## config.mk

```make
export PLATFORM = sky130hd
export DESIGN_NAME = alu_wb_stage
export DESIGN_NICKNAME = d
export VERILOG_FILES = /design/src/rtl/alu_wb_stage.sv
export SDC_FILE = /design/constraint.sdc
export NUM_CORES = 1
export LEC_CHECK = 0
export ABC_AREA = 0
export BUFFER_PORTS_ARGS = -buffer_cell sky130_fd_sc_hd__buf_4
export CORE_MARGIN = 2
export CORE_UTILIZATION = 35
export CTS_BUF_LIST = sky130_fd_sc_hd__clkbuf_8
export CTS_CLUSTER_DIAMETER = 120
export DETAILED_ROUTE_END_ITERATION = 10
export GPL_ROUTABILITY_DRIVEN = 0
export GPL_TIMING_DRIVEN = 0
export PLACE_DENSITY = 0.59
export SLEW_MARGIN = 20
export SYNTH_ARGS = -nofsm -noshare
export SYNTH_HDL_FRONTEND = slang
export SYNTH_SLANG_ARGS = --single-unit
```

## constraint.sdc

```tcl
create_clock -name clk -period 2.3 [get_ports clk]
set_clock_uncertainty 0.1 [all_clocks]
set_input_delay 0.345 -clock clk [delete_from_list [all_inputs] [get_ports clk]]
set_output_delay 0.345 -clock clk [all_outputs]
set_load 0.05 [all_outputs]
```

## src/rtl/alu_wb_stage.sv

```systemverilog
// alu_wb_stage: ALU writeback stage, 2-entry skid buffer, NZVC flags.
// Optional perf counters with WB_PERF_CNT_EN.
module alu_wb_stage #(
  parameter int DATA_W = 32,
  parameter int REG_AW = 4
) (
  input  logic              clk,
  input  logic              rst_n,
  input  logic              flush,
  input  logic              in_valid,
  output logic              in_ready,
  input  logic [DATA_W-1:0] in_result,
  input  logic              in_z,
  input  logic              in_n,
  input  logic              in_v,
  input  logic              in_c,
  input  logic [REG_AW-1:0] in_rd,
  input  logic              in_we,
  input  logic              in_setf,
  input  logic [3:0]        in_cond,
  output logic              out_valid,
  input  logic              out_ready,
  output logic [DATA_W-1:0] out_data,
  output logic [REG_AW-1:0] out_rd,
  output logic              out_we,
  output logic              out_annul,
  output logic [3:0]        flags_nzvc
`ifdef WB_PERF_CNT_EN
  ,
  output logic [31:0]       retired_cnt,
  output logic [31:0]       annul_cnt
`endif
);

  typedef struct packed {
    logic              v;
    logic [DATA_W-1:0] data;
    logic [REG_AW-1:0] rd;
    logic              we;
    logic              annul;
  } ent_t;

  ent_t       main_q, main_d;
  ent_t       skid_q, skid_d;
  ent_t       new_e;
  logic [3:0] flags_q, flags_d;
  logic       pass;
  logic       acc;
  logic       fire;
  logic       fn, fz, fv, fc;

  assign {fn, fz, fv, fc} = flags_q;
  assign in_ready = !skid_q.v && !flush;
  assign acc      = in_valid && in_ready;
  assign fire     = main_q.v && out_ready;

  // Condition code test against the committed flags.
  always_comb begin
    pass = 1'b0;
    unique case (in_cond)
      4'h0: pass = fz;
      4'h1: pass = !fz;
      4'h2: pass = fc;
      4'h3: pass = !fc;
      4'h4: pass = fn;
      4'h5: pass = !fn;
      4'h6: pass = fv;
      4'h7: pass = !fv;
      4'h8: pass = fc && !fz;
      4'h9: pass = !fc || fz;
      4'hA: pass = (fn == fv);
      4'hB: pass = (fn != fv);
      4'hC: pass = !fz && (fn == fv);
      4'hD: pass = fz || (fn != fv);
      4'hE: pass = 1'b1;
      4'hF: pass = 1'b0;
    endcase
  end

  // Buffer and flag next-state.
  always_comb begin
    new_e.v     = 1'b1;
    new_e.data  = in_result;
    new_e.rd    = in_rd;
    new_e.we    = in_we && pass;
    new_e.annul = !pass;
    main_d  = main_q;
    skid_d  = skid_q;
    flags_d = flags_q;
    if (acc && pass && in_setf)
      flags_d = {in_n, in_z, in_v, in_c};
    if (flush) begin
      main_d.v = 1'b0;
      skid_d.v = 1'b0;
    end else if (fire && skid_q.v) begin
      main_d   = skid_q;
      skid_d.v = 1'b0;
    end else if (acc && (!main_q.v || fire)) begin
      main_d = new_e;
    end else if (acc) begin
      skid_d = new_e;
    end else if (fire) begin
      main_d.v = 1'b0;
    end
  end

  // State registers.
  always_ff @(posedge clk or negedge rst_n) begin
    if (!rst_n) begin
      main_q  <= '0;
      skid_q  <= '0;
      flags_q <= '0;
    end else begin
      main_q  <= main_d;
      skid_q  <= skid_d;
      flags_q <= flags_d;
    end
  end

  assign out_valid  = main_q.v;
  assign out_data   = main_q.data;
  assign out_rd     = main_q.rd;
  assign out_we     = main_q.we;
  assign out_annul  = main_q.annul;
  assign flags_nzvc = flags_q;

`ifdef WB_PERF_CNT_EN
  logic [31:0] ret_q, ret_d;
  logic [31:0] ann_q, ann_d;

  // Count retired and annulled output transfers.
  always_comb begin
    ret_d = ret_q;
    ann_d = ann_q;
    if (fire && !main_q.annul) ret_d = ret_q + 32'd1;
    if (fire && main_q.annul)  ann_d = ann_q + 32'd1;
  end

  // Counter registers.
  always_ff @(posedge clk or negedge rst_n) begin
    if (!rst_n) begin
      ret_q <= '0;
      ann_q <= '0;
    end else begin
      ret_q <= ret_d;
      ann_q <= ann_d;
    end
  end

  assign retired_cnt = ret_q;
  assign annul_cnt   = ann_q;
`endif

endmodule
```

==> flow_metrics.py <==
metrics = {
    "timing": {
        "clock.fmax_mhz": 502,
        "layout_setup_ws_ns": 0.309,
        "hold_ws_ns": 0.0820,
        "timing.final.crit_share_pct": 86.6,
        "setup_viol": 0,
        "finalHoldViolations": 0,
        "slew_violations": 0,
        "period_needed_ns": 1.99,
        "rsz0062_at_grt": "no",
        "finalSetupTns_ns": 0,
        "tightest_slew_ns": 0.751,
        "relSlewSlack_pct": 50.0,
    },
    "global_route": {
        "gr-total-overflow": 0,
        "antenna_found_initial": 0,
        "grt_pass1_vias": 2773,
        "track_usage_pct": 15.9,
        "grt_max_degree": 83,
        "grt_pass1_wl_um": 13900,
    },
    "clocking": {
        "path_clk_slew_ns": 0.07,
        "cts_sinks": 82,
        "clk_root_buffer_cell": "clkbuf_8",
        "max-clock-path-buffers": 2,
        "cts_inserted_buffers": 9,
        "postCtsSetupRepairBufs": 0,
        "tritoncts": "built",
        "htree_levels": 3,
        "clock_latency_ns": 0.36,
        "cts_resized": 0,
    },
    "pwr": {
        "intPower_uw": 2660,
        "power_density_mw_per_mm2": 871,
        "p_leak_uw": 0.00207,
        "p_sw_share_pct": 35.6,
        "seqPwrFrac_pct": 46.9,
        "pwr-share-clk_pct": 21.2,
        "p_total_uw": 4130,
        "p_sw_uw": 1470,
        "ir_drop_v": 0.000401,
        "combPwrFrac_pct": 31.8,
    },
    "worst_setup_path": {
        "max_stage_delay_ns": 0.46,
        "worstPathArrival_ns": 2.13,
        "r2r_start": "out_valid",
        "cpMostUsedCell": "buf_2",
        "reg2reg_depth": 5,
        "cp_data_required_time_ns": 2.44,
        "crit_slowest_cell": "dfrtp_1",
        "startpoint_type": "flip-flop",
        "cp_max_fo": 10,
        "cp-end-kind": "flip-flop",
        "critPathLaunch": "out_valid",
        "criticalPathCategory": "reg2reg",
        "reg2reg_slack_ns": 0.31,
        "worstPathCellList": "nor2b_1, nand3_1, buf_2, buf_2, mux2_2",
    },
    "die": {
        "core.rowCount": 37,
        "coreArea_mm2": 0.0103,
        "fp.dieW_um": 107,
        "dieArea_mm2": 0.0115,
        "start_util_pct": 36.0,
        "die_h_um": 107,
        "num_io_pins": 95,
    },
    "final_layout": {
        "fin_util_pct": 45.9,
        "multi_input_comb_area_mm2": 0.00154,
        "drive_above_1_share_pct": 38.4,
        "antenna_cells": 0,
        "fill_cells": 984,
        "area_delta_synth_final_pct": 27.6,
        "final_nets": 467,
        "final_cell_mix": "94 x buf_4, 82 x dfrtp_1, 40 x a21oi_1",
        "layout_commonest_cell": "buf_4",
        "seqCellArea_mm2": 0.00205,
    },
    "logic_synthesis": {
        "synth_area_leaders": "dfrtp_1 55%, mux2_2 11%, mux2i_1 10%",
        "synth_seq_cells": 82,
        "synthFlopType": "dfrtp_1",
        "synth-seq-area-share_pct": 55.2,
        "syn_area_mm2": 0.00372,
        "synth_top_area_share_pct": 55.2,
        "syn_area_per_cell_um2": 11.9,
        "syn-num-nets": 363,
        "yosys_warnings": 0,
        "synth_top_area_cell": "dfrtp_1",
        "synth_edf_count": 0,
        "synthArstFlopShare_pct": 100,
        "synth.distinct_cells": 39,
        "syn_inst": 312,
    },
    "detailed_routing": {
        "routed_wl_um": 8470,
        "postRouteAntennaNets": 0,
        "wl_met3_um": 454,
        "wl_met1_um": 3780,
        "avgViaCountPerCell": 4.97,
        "first_pass_iters": 4,
        "wl_met2_um": 4040,
        "wl_per_cell_um": 15.3,
        "drc_errors": 0,
        "first_iter_violations": 75,
        "top_layer": "met4",
        "vias": 2761,
    },
    "worst_hold_path": {
        "hp-class": "in2reg",
        "hp-start": "flush",
        "hold_path_depth": 2,
    },
    "placement": {
        "hpwl_um": 5890,
        "port_buffers": 92,
        "pre_cts_slack_ns": 0.294,
    },
    "run": {
        "maxCapViolations": 0,
    },
    "status": {
        "status": "finished, final reports clean",
    },
}
layout make-up:
type,instances,area share [%]
flip-flops and latches,82,43.3
well taps,136,3.59
repair buffers,93,14.9
multi-input cells,208,32.6
clock inverters,4,0.317
inverters,3,0.237
clock buffers,10,2.90
plain buffers,19,2.29
worst max-delay path: cells and delay by family, from the launching register on:
family,cells,cell delay [ns]
multiplexers,1,0.37
AND/OR/NAND/NOR,2,0.35
buffers and inverters,2,0.60
flip-flops,1,0.46
timing repair:
action	in CTS	in global routing
endpoints found under the setup margin	0	0
hold buffers	0	1
endpoints found under the hold margin	0	29
Yosys cell counts (all sizes together) (2+ instances only):
master and count:
a211oi 3, a21oi 40, a22oi 4, and2 4, buf 14, clkbuf 5
dfrtp 82, inv 3, mux2 37, mux2i 38, nand2 2, nand3 8
nand4 5, nor2 37, nor2b 4, o21ai 7, xnor2 3
metal layers:
layer,vias to the layer above,track usage (%)
li1,1313,-
met3,17,3.89
met5,-,0
met4,0,8.07
met1,1367,20.1
met2,64,25.2
metrics by stage:
step | area, um^2 | instances
final | 4740 | 555
after global routing | 4740 | 555
after CTS | 4730 | 554
after detailed placement | 4580 | 540
after global placement | 4580 | 540
after floorplan | 3720 | 312
sequential cells by signal (all words and copies together) (netlist names):
signal	flops
skid_q	39
flags_nzvc	4
out_valid	1
out_annul	1
out_we	1
out_rd	4
out_data	32
path summary, 6_finish.rpt:
check / to
max reg2reg: skid_q[6]
max in group asynchronous: skid_q[7]
max: skid_q[6]
min in group asynchronous: out_data[19]
min: out_valid
min reg2reg: skid_q[1]
cell families (layout without fill, tap and decap cells):
kind of cell	after synthesis	count (layout)	synth area share (%)
simple gates	69	69	9.36
flops	82	82	55.2
buf+inv	22	129	3.23
compound gates	61	61	10.0
xor+xnor	3	3	0.707
mux	75	75	21.4
power groups by stage:
stage          clock network [uW]  logic, uW  registers, uW
2_1_floorplan                   0        424           2420
3_3_place_gp                    0       1310           1950
3_5_place_dp                    0       1330           1970
4_1_cts                       909       1330           1940
5_1_grt                       985       1410           1980
6_report                      877       1320           1940
No activity file was read; power rests on OpenSTA's default activity.
